File: src/rtl/rom_instr_sequencer_if.sv
// Opcode bus between the instruction sequencer (master) and the RAM/ALU
// block (slave).
//   opcode       : opcode word, 0 while no instruction is executing
//   operand      : operand word, 0 while no instruction is executing
//   write_data   : copy of operand while executing, else 0
//   read_enable  : one-cycle strobe for read-class instructions
//   write_enable : one-cycle strobe for write-class instructions
//   read_data    : slave return data, combinational while read_enable is high
interface rom_instr_sequencer_if #(
    parameter int DATA_WIDTH = 16
);
    logic [DATA_WIDTH-1:0] opcode;
    logic [DATA_WIDTH-1:0] operand;
    logic [DATA_WIDTH-1:0] write_data;
    logic                  read_enable;
    logic                  write_enable;
    logic [DATA_WIDTH-1:0] read_data;

    modport master (
        output opcode, operand, write_data, read_enable, write_enable,
        input  read_data
    );

    modport slave (
        input  opcode, operand, write_data, read_enable, write_enable,
        output read_data
    );
endinterface

File: src/rtl/rom_instr_sequencer.sv
// rom_instr_sequencer: fetch/issue stage in front of the RAM block.
// Each instruction is two ROM words (opcode, operand), fetched in a fixed
// four-cycle loop FETCH0 -> FETCH1 -> FETCH2 -> EXEC. In EXEC the words are
// presented on the opcode bus with a one-cycle read or write strobe; HALT
// (opcode[15:8]==0x00) and JUMP (opcode[15:12]==0xF) are handled locally.
//
// Ports:
//   clk, reset   : clock, synchronous active-high reset
//   start        : run from pc 0 (accepted in IDLE/HALTED, and PAUSED)
//   step         : (SEQ_SINGLE_STEP_EN only) resume from PAUSED
//   rom_addr     : ROM word address; rom_data returns one cycle later
//   rom_data     : ROM read data
//   bus          : opcode bus master (opcode/operand/write_data/strobes/read_data)
//   result       : last read_data captured by a read-class instruction
//   result_valid : one-cycle pulse the cycle after a capture
//   pc           : address of the current instruction
//   busy         : high in FETCH0..EXEC
//   halted       : high in HALTED
//   retired      : executed-instruction count, wraps at 16 bits
//
// Optional build macro SEQ_SINGLE_STEP_EN adds the step input and a PAUSED
// state entered after every non-HALT instruction.
module rom_instr_sequencer #(
    parameter int DATA_WIDTH = 16,
    parameter int ADDR_W     = 8
) (
    input  logic                  clk,
    input  logic                  reset,
    input  logic                  start,
`ifdef SEQ_SINGLE_STEP_EN
    input  logic                  step,
`endif
    output logic [ADDR_W-1:0]     rom_addr,
    input  logic [DATA_WIDTH-1:0] rom_data,
    rom_instr_sequencer_if.master bus,
    output logic [DATA_WIDTH-1:0] result,
    output logic                  result_valid,
    output logic [ADDR_W-1:0]     pc,
    output logic                  busy,
    output logic                  halted,
    output logic [15:0]           retired
);

    typedef enum logic [2:0] {
        S_IDLE, S_FETCH0, S_FETCH1, S_FETCH2, S_EXEC, S_HALTED
`ifdef SEQ_SINGLE_STEP_EN
        , S_PAUSED
`endif
    } state_t;

    state_t                r_state;
    logic [ADDR_W-1:0]     r_pc;
    logic [ADDR_W-1:0]     r_rom_addr;
    logic [DATA_WIDTH-1:0] r_opcode_q;
    logic [DATA_WIDTH-1:0] r_opcode;
    logic [DATA_WIDTH-1:0] r_operand;
    logic [DATA_WIDTH-1:0] r_wdata;
    logic                  r_wr_en;
    logic                  r_rd_en;
    logic [DATA_WIDTH-1:0] r_result;
    logic                  r_result_valid;
    logic [15:0]           r_retired;

    logic [ADDR_W-1:0]     w_pc_seq;
    logic [ADDR_W-1:0]     w_pc_next;

    function automatic logic f_is_write(input logic [7:0] hi);
        return (hi == 8'h31) || (hi == 8'h41) || (hi == 8'h11);
    endfunction

    function automatic logic f_is_read(input logic [7:0] hi);
        return (hi == 8'h42) || (hi == 8'h12);
    endfunction

    function automatic logic f_is_halt(input logic [7:0] hi);
        return hi == 8'h00;
    endfunction

    function automatic logic f_is_jump(input logic [7:0] hi);
        return hi[7:4] == 4'hF;
    endfunction

    // Sequential advance wraps naturally at 2^ADDR_W.
    assign w_pc_seq  = r_pc + ADDR_W'(2);
    // r_operand holds operand_q throughout EXEC, which is when this is used.
    assign w_pc_next = f_is_jump(r_opcode_q[15:8]) ? r_operand[ADDR_W-1:0] : w_pc_seq;

    always_ff @(posedge clk) begin
        if (reset) begin
            r_state        <= S_IDLE;
            r_pc           <= '0;
            r_rom_addr     <= '0;
            r_opcode_q     <= '0;
            r_opcode       <= '0;
            r_operand      <= '0;
            r_wdata        <= '0;
            r_wr_en        <= 1'b0;
            r_rd_en        <= 1'b0;
            r_result       <= '0;
            r_result_valid <= 1'b0;
            r_retired      <= '0;
        end else begin
            r_result_valid <= 1'b0;
            case (r_state)
                S_IDLE, S_HALTED: begin
                    if (start) begin
                        r_pc       <= '0;
                        r_rom_addr <= '0;
                        r_state    <= S_FETCH0;
                    end
                end
`ifdef SEQ_SINGLE_STEP_EN
                S_PAUSED: begin
                    if (start) begin
                        r_pc       <= '0;
                        r_rom_addr <= '0;
                        r_state    <= S_FETCH0;
                    end else if (step) begin
                        // rom_addr already points at the updated pc
                        r_state <= S_FETCH0;
                    end
                end
`endif
                S_FETCH0: begin
                    r_rom_addr <= r_pc + 1'b1;
                    r_state    <= S_FETCH1;
                end
                S_FETCH1: begin
                    r_opcode_q <= rom_data;
                    r_state    <= S_FETCH2;
                end
                S_FETCH2: begin
                    // Load bus outputs and strobes so they are registered in EXEC.
                    r_opcode  <= r_opcode_q;
                    r_operand <= rom_data;
                    r_wdata   <= rom_data;
                    r_wr_en   <= f_is_write(r_opcode_q[15:8]);
                    r_rd_en   <= f_is_read(r_opcode_q[15:8]);
                    r_state   <= S_EXEC;
                end
                S_EXEC: begin
                    r_opcode  <= '0;
                    r_operand <= '0;
                    r_wdata   <= '0;
                    r_wr_en   <= 1'b0;
                    r_rd_en   <= 1'b0;
                    r_retired <= r_retired + 16'd1;
                    if (r_rd_en) begin
                        r_result       <= bus.read_data;
                        r_result_valid <= 1'b1;
                    end
                    if (f_is_halt(r_opcode_q[15:8])) begin
                        r_state <= S_HALTED;
                    end else begin
                        r_pc       <= w_pc_next;
                        r_rom_addr <= w_pc_next;
`ifdef SEQ_SINGLE_STEP_EN
                        r_state    <= S_PAUSED;
`else
                        r_state    <= S_FETCH0;
`endif
                    end
                end
                default: r_state <= S_IDLE;
            endcase
        end
    end

    assign rom_addr         = r_rom_addr;
    assign pc               = r_pc;
    assign result           = r_result;
    assign result_valid     = r_result_valid;
    assign retired          = r_retired;
    assign busy             = (r_state == S_FETCH0) || (r_state == S_FETCH1) ||
                              (r_state == S_FETCH2) || (r_state == S_EXEC);
    assign halted           = (r_state == S_HALTED);

    assign bus.opcode       = r_opcode;
    assign bus.operand      = r_operand;
    assign bus.write_data   = r_wdata;
    // Strobes are masked while reset is held so an aborted instruction never issues.
    assign bus.write_enable = r_wr_en & ~reset;
    assign bus.read_enable  = r_rd_en & ~reset;

endmodule

File: src/flat_wrapper.sv
// flat-port wrapper written by rule: the top's interface ports become plain ports
module rom_instr_sequencer_flat 
#(
    parameter int DATA_WIDTH = 16,
    parameter int ADDR_W     = 8
)
  (clk, reset, start, rom_addr, rom_data, result, result_valid, pc, busy, halted, retired, bus_opcode, bus_operand, bus_write_data, bus_read_enable, bus_write_enable, bus_read_data);
  rom_instr_sequencer_if #(.DATA_WIDTH(DATA_WIDTH)) bus_i ();
  input  logic clk;
  input  logic reset;
  input  logic start;
  output logic [ADDR_W-1:0] rom_addr;
  input  logic [DATA_WIDTH-1:0] rom_data;
  output logic [DATA_WIDTH-1:0] result;
  output logic result_valid;
  output logic [ADDR_W-1:0] pc;
  output logic busy;
  output logic halted;
  output logic [15:0] retired;
  output wire logic [$bits(bus_i.opcode)-1:0] bus_opcode;
  output wire logic [$bits(bus_i.operand)-1:0] bus_operand;
  output wire logic [$bits(bus_i.write_data)-1:0] bus_write_data;
  output wire logic [$bits(bus_i.read_enable)-1:0] bus_read_enable;
  output wire logic [$bits(bus_i.write_enable)-1:0] bus_write_enable;
  input wire logic [$bits(bus_i.read_data)-1:0] bus_read_data;
  assign bus_opcode = bus_i.opcode;
  assign bus_operand = bus_i.operand;
  assign bus_write_data = bus_i.write_data;
  assign bus_read_enable = bus_i.read_enable;
  assign bus_write_enable = bus_i.write_enable;
  assign bus_i.read_data = bus_read_data;
  rom_instr_sequencer #(.DATA_WIDTH(DATA_WIDTH), .ADDR_W(ADDR_W)) u_core (.clk(clk), .reset(reset), .start(start), .rom_addr(rom_addr), .rom_data(rom_data), .bus(bus_i), .result(result), .result_valid(result_valid), .pc(pc), .busy(busy), .halted(halted), .retired(retired));
endmodule
File: config.mk
export PLATFORM = sky130hd
export DESIGN_NAME = rom_instr_sequencer_flat
export DESIGN_NICKNAME = d
export VERILOG_FILES = /design/src/rtl/rom_instr_sequencer_if.sv /design/src/rtl/rom_instr_sequencer.sv /design/src/flat_wrapper.sv
export SDC_FILE = /design/constraint.sdc
export NUM_CORES = 1
export LEC_CHECK = 0
export ABC_AREA = 1
export CORE_AREA = 2 2 103 105
export CTS_BUF_LIST = sky130_fd_sc_hd__clkbuf_4 sky130_fd_sc_hd__clkbuf_8 sky130_fd_sc_hd__clkbuf_16
export DETAILED_ROUTE_END_ITERATION = 8
export DIE_AREA = 0 0 105 107
export PLACE_DENSITY_LB_ADDON = 0.25
export SLEW_MARGIN = 20
export SYNTH_ARGS = -nofsm -noshare
export SYNTH_HDL_FRONTEND = slang
export SYNTH_SLANG_ARGS = --single-unit
File: constraint.sdc
create_clock -name clk -period 1.45 [get_ports clk]
set_input_delay 0.145 -clock clk [delete_from_list [all_inputs] [get_ports clk]]
set_output_delay 0.145 -clock clk [all_outputs]
set_load 0.03 [all_outputs]
==> report_table.html <==
<table>
<tr><th>Metric</th><th>Value</th></tr>
<tr><th colspan="2">Outcome</th></tr>
<tr><td>Outcome</td><td>finished, violations left</td></tr>
<tr><td>Violations in the final reports</td><td>setup timing</td></tr>
<tr><th colspan="2">GRT</th></tr>
<tr><td>Sum of overflow across all layers after global routing</td><td>0</td></tr>
<tr><td>Global-route wire length before repair</td><td>~22000 µm</td></tr>
<tr><td>Vias in the first global route</td><td>approximately 4700</td></tr>
<tr><td>Antenna violations before repair</td><td>0</td></tr>
<tr><td>Pin count of the biggest net entering global routing</td><td>45</td></tr>
<tr><td>Global router's overall resource usage</td><td>0.230</td></tr>
<tr><th colspan="2">Timing</th></tr>
<tr><td>Final hold vios</td><td>0</td></tr>
<tr><td>Setup slack of the critical path after layout</td><td>-0.0358 ns</td></tr>
<tr><td>Pin slew with the least headroom to its limit</td><td>approximately 0.35 ns</td></tr>
<tr><td>Total negative slack for setup checks</td><td>-0.0707 ns</td></tr>
<tr><td>Slew Limit Headroom</td><td>0.765</td></tr>
<tr><td>Max Slew Vio Count</td><td>0</td></tr>
<tr><td>Worst Clk Skew</td><td>0.0152 ns</td></tr>
<tr><td>Minimum clock period</td><td>roughly 1.5 ns</td></tr>
<tr><td>Final period utilization</td><td>1.02</td></tr>
<tr><td>Fmax</td><td>around 0.67 GHz</td></tr>
<tr><td>Endpoints failing setup</td><td>2</td></tr>
<tr><td>WHS</td><td>~0.18 ns</td></tr>
<tr><td>Setup repair after global routing missed its margin</td><td>true</td></tr>
<tr><th colspan="2">Clock network</th></tr>
<tr><td>Clock Root Buffer</td><td>sky130_fd_sc_hd__clkbuf_8</td></tr>
<tr><td>Number of clock buffers inserted by TritonCTS</td><td>9</td></tr>
<tr><td>Count of clock tree sinks</td><td>around 100</td></tr>
<tr><td>H-tree depth reported by CTS</td><td>3</td></tr>
<tr><td>Insertion delay to the later sink of the worst-skew pair</td><td>approximately 0.37 ns</td></tr>
<tr><td>Hold buffer count at CTS</td><td>0</td></tr>
<tr><td>CTS tree</td><td>built</td></tr>
<tr><td>Bufs on Longest Clock Path</td><td>2</td></tr>
<tr><td>Register clock-pin slew on the reported worst setup and hold paths</td><td>around 0.1 ns</td></tr>
<tr><th colspan="2">Min path</th></tr>
<tr><td>Hold Path Stages</td><td>2</td></tr>
<tr><td>Worst hold start</td><td>reset</td></tr>
<tr><td>Endpoint, Worst Hold</td><td>u_core.retired[13]</td></tr>
<tr><td>Hold crit path type</td><td>in2reg</td></tr>
<tr><th colspan="2">Logic synthesis</th></tr>
<tr><td>Mean instance size in the synthesized netlist</td><td>roughly 7.0 µm²</td></tr>
<tr><td>Post-synth net total</td><td>723</td></tr>
<tr><td>Most common flop cell mapped by yosys</td><td>sky130_fd_sc_hd__dfxtp_1</td></tr>
<tr><td>Async SR Flop Fraction</td><td>0</td></tr>
<tr><td>Proportion of netlist area held by the largest area contributor</td><td>0.428</td></tr>
<tr><td>Syn Inst Count</td><td>approximately 680</td></tr>
<tr><td>Post-synthesis sequential area ratio</td><td>0.428</td></tr>
<tr><td>Flop and latch count out of synthesis</td><td>102</td></tr>
<tr><td>Post-synth EDFFs</td><td>0</td></tr>
<tr><td>Cell taking the most area after synthesis</td><td>sky130_fd_sc_hd__dfxtp_1</td></tr>
<tr><td>Warnings from Yosys</td><td>0</td></tr>
<tr><td>Netlist area before placement</td><td>approximately 4800 µm²</td></tr>
<tr><td>Leading post-synthesis cells by cell area</td><td>sky130_fd_sc_hd__dfxtp_1 (43%), sky130_fd_sc_hd__nand2_1 (12%), sky130_fd_sc_hd__a21oi_1 (8.9%), sky130_fd_sc_hd__nand3_1 (7.9%), sky130_fd_sc_hd__inv_1 (5.5%)</td></tr>
<tr><td>Cell variety after synth</td><td>32</td></tr>
<tr><th colspan="2">Drt</th></tr>
<tr><td>Detailed router's first-iteration violation count</td><td>slightly below 200</td></tr>
<tr><td>Antenna Nets Post-Route</td><td>0</td></tr>
<tr><td>Routed Wire Length</td><td>approximately 13000 µm</td></tr>
<tr><td>Mean routed wirelength per cell</td><td>approximately 14 µm</td></tr>
<tr><td>Via density per instance</td><td>5.06</td></tr>
<tr><td>Total vias in the final route</td><td>around 4900</td></tr>
<tr><td>Number of design rule violations left after detail routing</td><td>0</td></tr>
<tr><td>Detailed-routing iteration count for the pre-antenna-repair pass</td><td>4</td></tr>
<tr><th colspan="2">Power</th></tr>
<tr><td>P per Cell Area</td><td>just under 1000 nW/µm²</td></tr>
<tr><td>Reported leakage power</td><td>3.03 nW</td></tr>
<tr><td>VDD IR max</td><td>0.521 mV</td></tr>
<tr><th colspan="2">Floorplan</th></tr>
<tr><td>Placement row count</td><td>37</td></tr>
<tr><td>Die span in x</td><td>around 110 µm</td></tr>
<tr><td>Core region area</td><td>10100 µm²</td></tr>
<tr><td>Die outline area</td><td>around 11000 µm²</td></tr>
<tr><td>Starting density of the core</td><td>0.473</td></tr>
<tr><td>Count of pins on the block boundary</td><td>between 100 and 150</td></tr>
<tr><td>Die height</td><td>107 µm</td></tr>
<tr><th colspan="2">Layout</th></tr>
<tr><td>Layout Nets</td><td>between 800 and 900</td></tr>
<tr><td>Syn-to-layout area delta</td><td>38.5%</td></tr>
<tr><td>Ant. Diodes</td><td>0</td></tr>
<tr><td>Fraction of final layout cells with drive strength greater than 1</td><td>0.156</td></tr>
<tr><th colspan="2">Critical path</th></tr>
<tr><td>Depth of the worst register-to-register path</td><td>8</td></tr>
<tr><td>Endpoint required time on the critical path</td><td>1.31 ns</td></tr>
<tr><td>Worst setup path category</td><td>reg2out</td></tr>
<tr><td>CP endpoint kind</td><td>output pin</td></tr>
<tr><td>Critical path launch point type</td><td>flip-flop</td></tr>
<tr><td>Count of buffer and inverter cells on the critical path</td><td>2</td></tr>
<tr><td>Internal reg-to-reg setup slack</td><td>-0.03 ns</td></tr>
<tr><td>Worst R2R End</td><td>u_core.retired[9]</td></tr>
<tr><td>Worst r2r src</td><td>u_core.r_state[0]</td></tr>
<tr><td>Data arrival time at the worst-slack endpoint</td><td>1.34 ns</td></tr>
<tr><td>Critical path's top delay family</td><td>flip-flops</td></tr>
<tr><td>Cell-by-cell trace of the critical path</td><td>buf_4, nand3_4, nand4_1, buf_12</td></tr>
<tr><td>Slowest cell on the critical path</td><td>sky130_fd_sc_hd__dfxtp_4</td></tr>
<tr><td>Maximum fanout count along the critical path</td><td>3</td></tr>
<tr><td>Largest stage delay on the critical path</td><td>0.37 ns</td></tr>
<tr><th colspan="2">Place</th></tr>
<tr><td>Buffers added on ports</td><td>between 100 and 150</td></tr>
<tr><td>Gp weighted congestion</td><td>approximately 0.9</td></tr>
<tr><td>Estimated wirelength of the detail-placed design</td><td>roughly 9000 µm</td></tr>
<tr><th colspan="2">Job</th></tr>
<tr><td># Max-Cap Violations</td><td>0</td></tr>
</table>
[through the flow]
| stage | total power (W) | setup WS (ns) | std cells | utilization | instance area (µm²) |
|---|---|---|---|---|---|
| 2_1_floorplan | 0.00412 | -0.00426 | 684 | - | 4780 |
| 3_3_place_gp | 0.00465 | -0.0685 | 930 | 0.618 | 6230 |
| 3_5_place_dp | 0.00468 | -0.0966 | 930 | 0.618 | 6230 |
| 4_1_cts | 0.00625 | -0.0813 | 954 | 0.632 | 6380 |
| 5_1_grt | 0.00668 | -0.0985 | 962 | 0.654 | 6600 |
| 6_report | 0.00634 | -0.0358 | 962 | 0.654 | 6600 |
[flip-flops by register name, summed over array words and instances (netlist names)]
| register | cells |
|---|---|
| u_core.r_rd_en | 1 |
| u_core.r_wr_en | 1 |
| u_core.bus.operand | 16 |
| u_core.result | 16 |
| u_core.rom_addr | 8 |
| u_core.result_valid | 1 |
| u_core.retired | 16 |
| u_core.pc | 8 |
| u_core.bus.opcode | 16 |
| u_core.r_state | 3 |
| u_core.r_opcode_q | 16 |
[routing by layer]
metal  up-vias  share of wire  GRT usage
met2       135           0.50      0.410
met5         -              0          0
li1       2458              -          -
met3        19          0.054     0.0505
met4         0          0.013     0.0610
met1      2254           0.43      0.281
[layout by cell type (no fill, tap or decap), types with 2 or more instances in the layout]
| master | synthesis | layout |
|---|---|---|
| sky130_fd_sc_hd__nand2_1 | 152 | 151 |
| sky130_fd_sc_hd__dlygate4sd2_1 | 0 | 96 |
| sky130_fd_sc_hd__dfxtp_1 | 102 | 85 |
| sky130_fd_sc_hd__a21oi_1 | 85 | 81 |
| sky130_fd_sc_hd__nand3_1 | 75 | 71 |
| sky130_fd_sc_hd__inv_1 | 70 | 67 |
| sky130_fd_sc_hd__nor2_1 | 68 | 60 |
| sky130_fd_sc_hd__buf_4 | 18 | 34 |
| sky130_fd_sc_hd__clkdlybuf4s50_1 | 0 | 33 |
| sky130_fd_sc_hd__o21ai_0 | 29 | 26 |
| sky130_fd_sc_hd__dfxtp_2 | 0 | 11 |
| sky130_fd_sc_hd__nor2_2 | 4 | 9 |
| sky130_fd_sc_hd__clkbuf_8 | 0 | 9 |
| sky130_fd_sc_hd__nand4_1 | 8 | 8 |
| sky130_fd_sc_hd__inv_2 | 6 | 6 |
| sky130_fd_sc_hd__dfxtp_4 | 0 | 6 |
| sky130_fd_sc_hd__nand2_4 | 2 | 5 |
| sky130_fd_sc_hd__nor2_4 | 2 | 5 |
| sky130_fd_sc_hd__buf_12 | 0 | 5 |
| sky130_fd_sc_hd__buf_6 | 6 | 5 |
| sky130_fd_sc_hd__nand3_2 | 3 | 4 |
| sky130_fd_sc_hd__a21oi_2 | 0 | 4 |
| sky130_fd_sc_hd__nor3_1 | 6 | 4 |
| sky130_fd_sc_hd__nand2_2 | 4 | 3 |
| sky130_fd_sc_hd__nand3_4 | 0 | 3 |
| sky130_fd_sc_hd__o211ai_1 | 3 | 3 |
| sky130_fd_sc_hd__ha_1 | 4 | 3 |
| sky130_fd_sc_hd__clkinv_4 | 0 | 3 |
| sky130_fd_sc_hd__inv_6 | 0 | 2 |
| sky130_fd_sc_hd__nor3_4 | 0 | 2 |
| sky130_fd_sc_hd__o21ai_1 | 0 | 2 |
| sky130_fd_sc_hd__clkinv_2 | 0 | 2 |
| sky130_fd_sc_hd__clkbuf_4 | 0 | 2 |
[power breakdown]
group	leakage (nW)	switching, W	internal (W)
sequential	0.836	0.000161	0.00296
combinational	2.10	0.000974	0.000597
clock	0.0941	0.000976	0.000667
total	3.03	0.00211	0.00423
[synth_stat cells (all sizes together), types with 2 or more instances]
library cell and count:
inv 76, nand3 78, a21oi 85, dfxtp 102
nor4 2, o211ai 3, nor2 74, ha 4
buf 34, clkbuf 16, nand4 8, nor3b 2
nand2 158, o21ai 29, nor3 7
[cells by family after synthesis]
| logic type | count (synthesis) | share of synthesized area |
|---|---|---|
| AOI/OAI and AO/OA | 121 | 0.131 |
| adders and majority gates | 4 | 0.0105 |
| and+or+nand+nor | 330 | 0.305 |
| DFF | 102 | 0.428 |
| buffers and inverters | 127 | 0.125 |
[cell type report]
| cell class | count | area [µm²] |
|---|---|---|
| sequential | 102 | 2080 |
| clock buffer | 11 | 139 |
| fill | 949 | 3490 |
| tap | 136 | 170 |
| clock inverter | 5 | 36.3 |
| timing repair buffer | 175 | 1600 |
| multi-input combinational | 456 | 2280 |
| inverter | 77 | 302 |
[what timing repair did]
action | in CTS | in global routing
cloned | 1 | 0
endpoints found under the setup margin | 149 | 78
pin swaps | 3 | 13
setup buffers | 8 | 10
gates resized for setup | 110 | 53
[worst max-delay path by stage]
stage,from,to,slack [ns],cells after the start
after CTS,u_core.r_state[2],busy,-0.08,7
final,u_core.r_state[1],busy,-0.04,4
after floorplan,u_core.retired[5],u_core.retired[12],-0.004,7
after global placement,u_core.r_state[0],u_core.rom_addr[5],-0.07,8
after detailed placement,u_core.r_state[2],u_core.bus.opcode[11],-0.1,8
after global routing,u_core.r_state[0],u_core.retired[15],-0.1,9
Note: power is estimated with default switching activity, not from simulation.
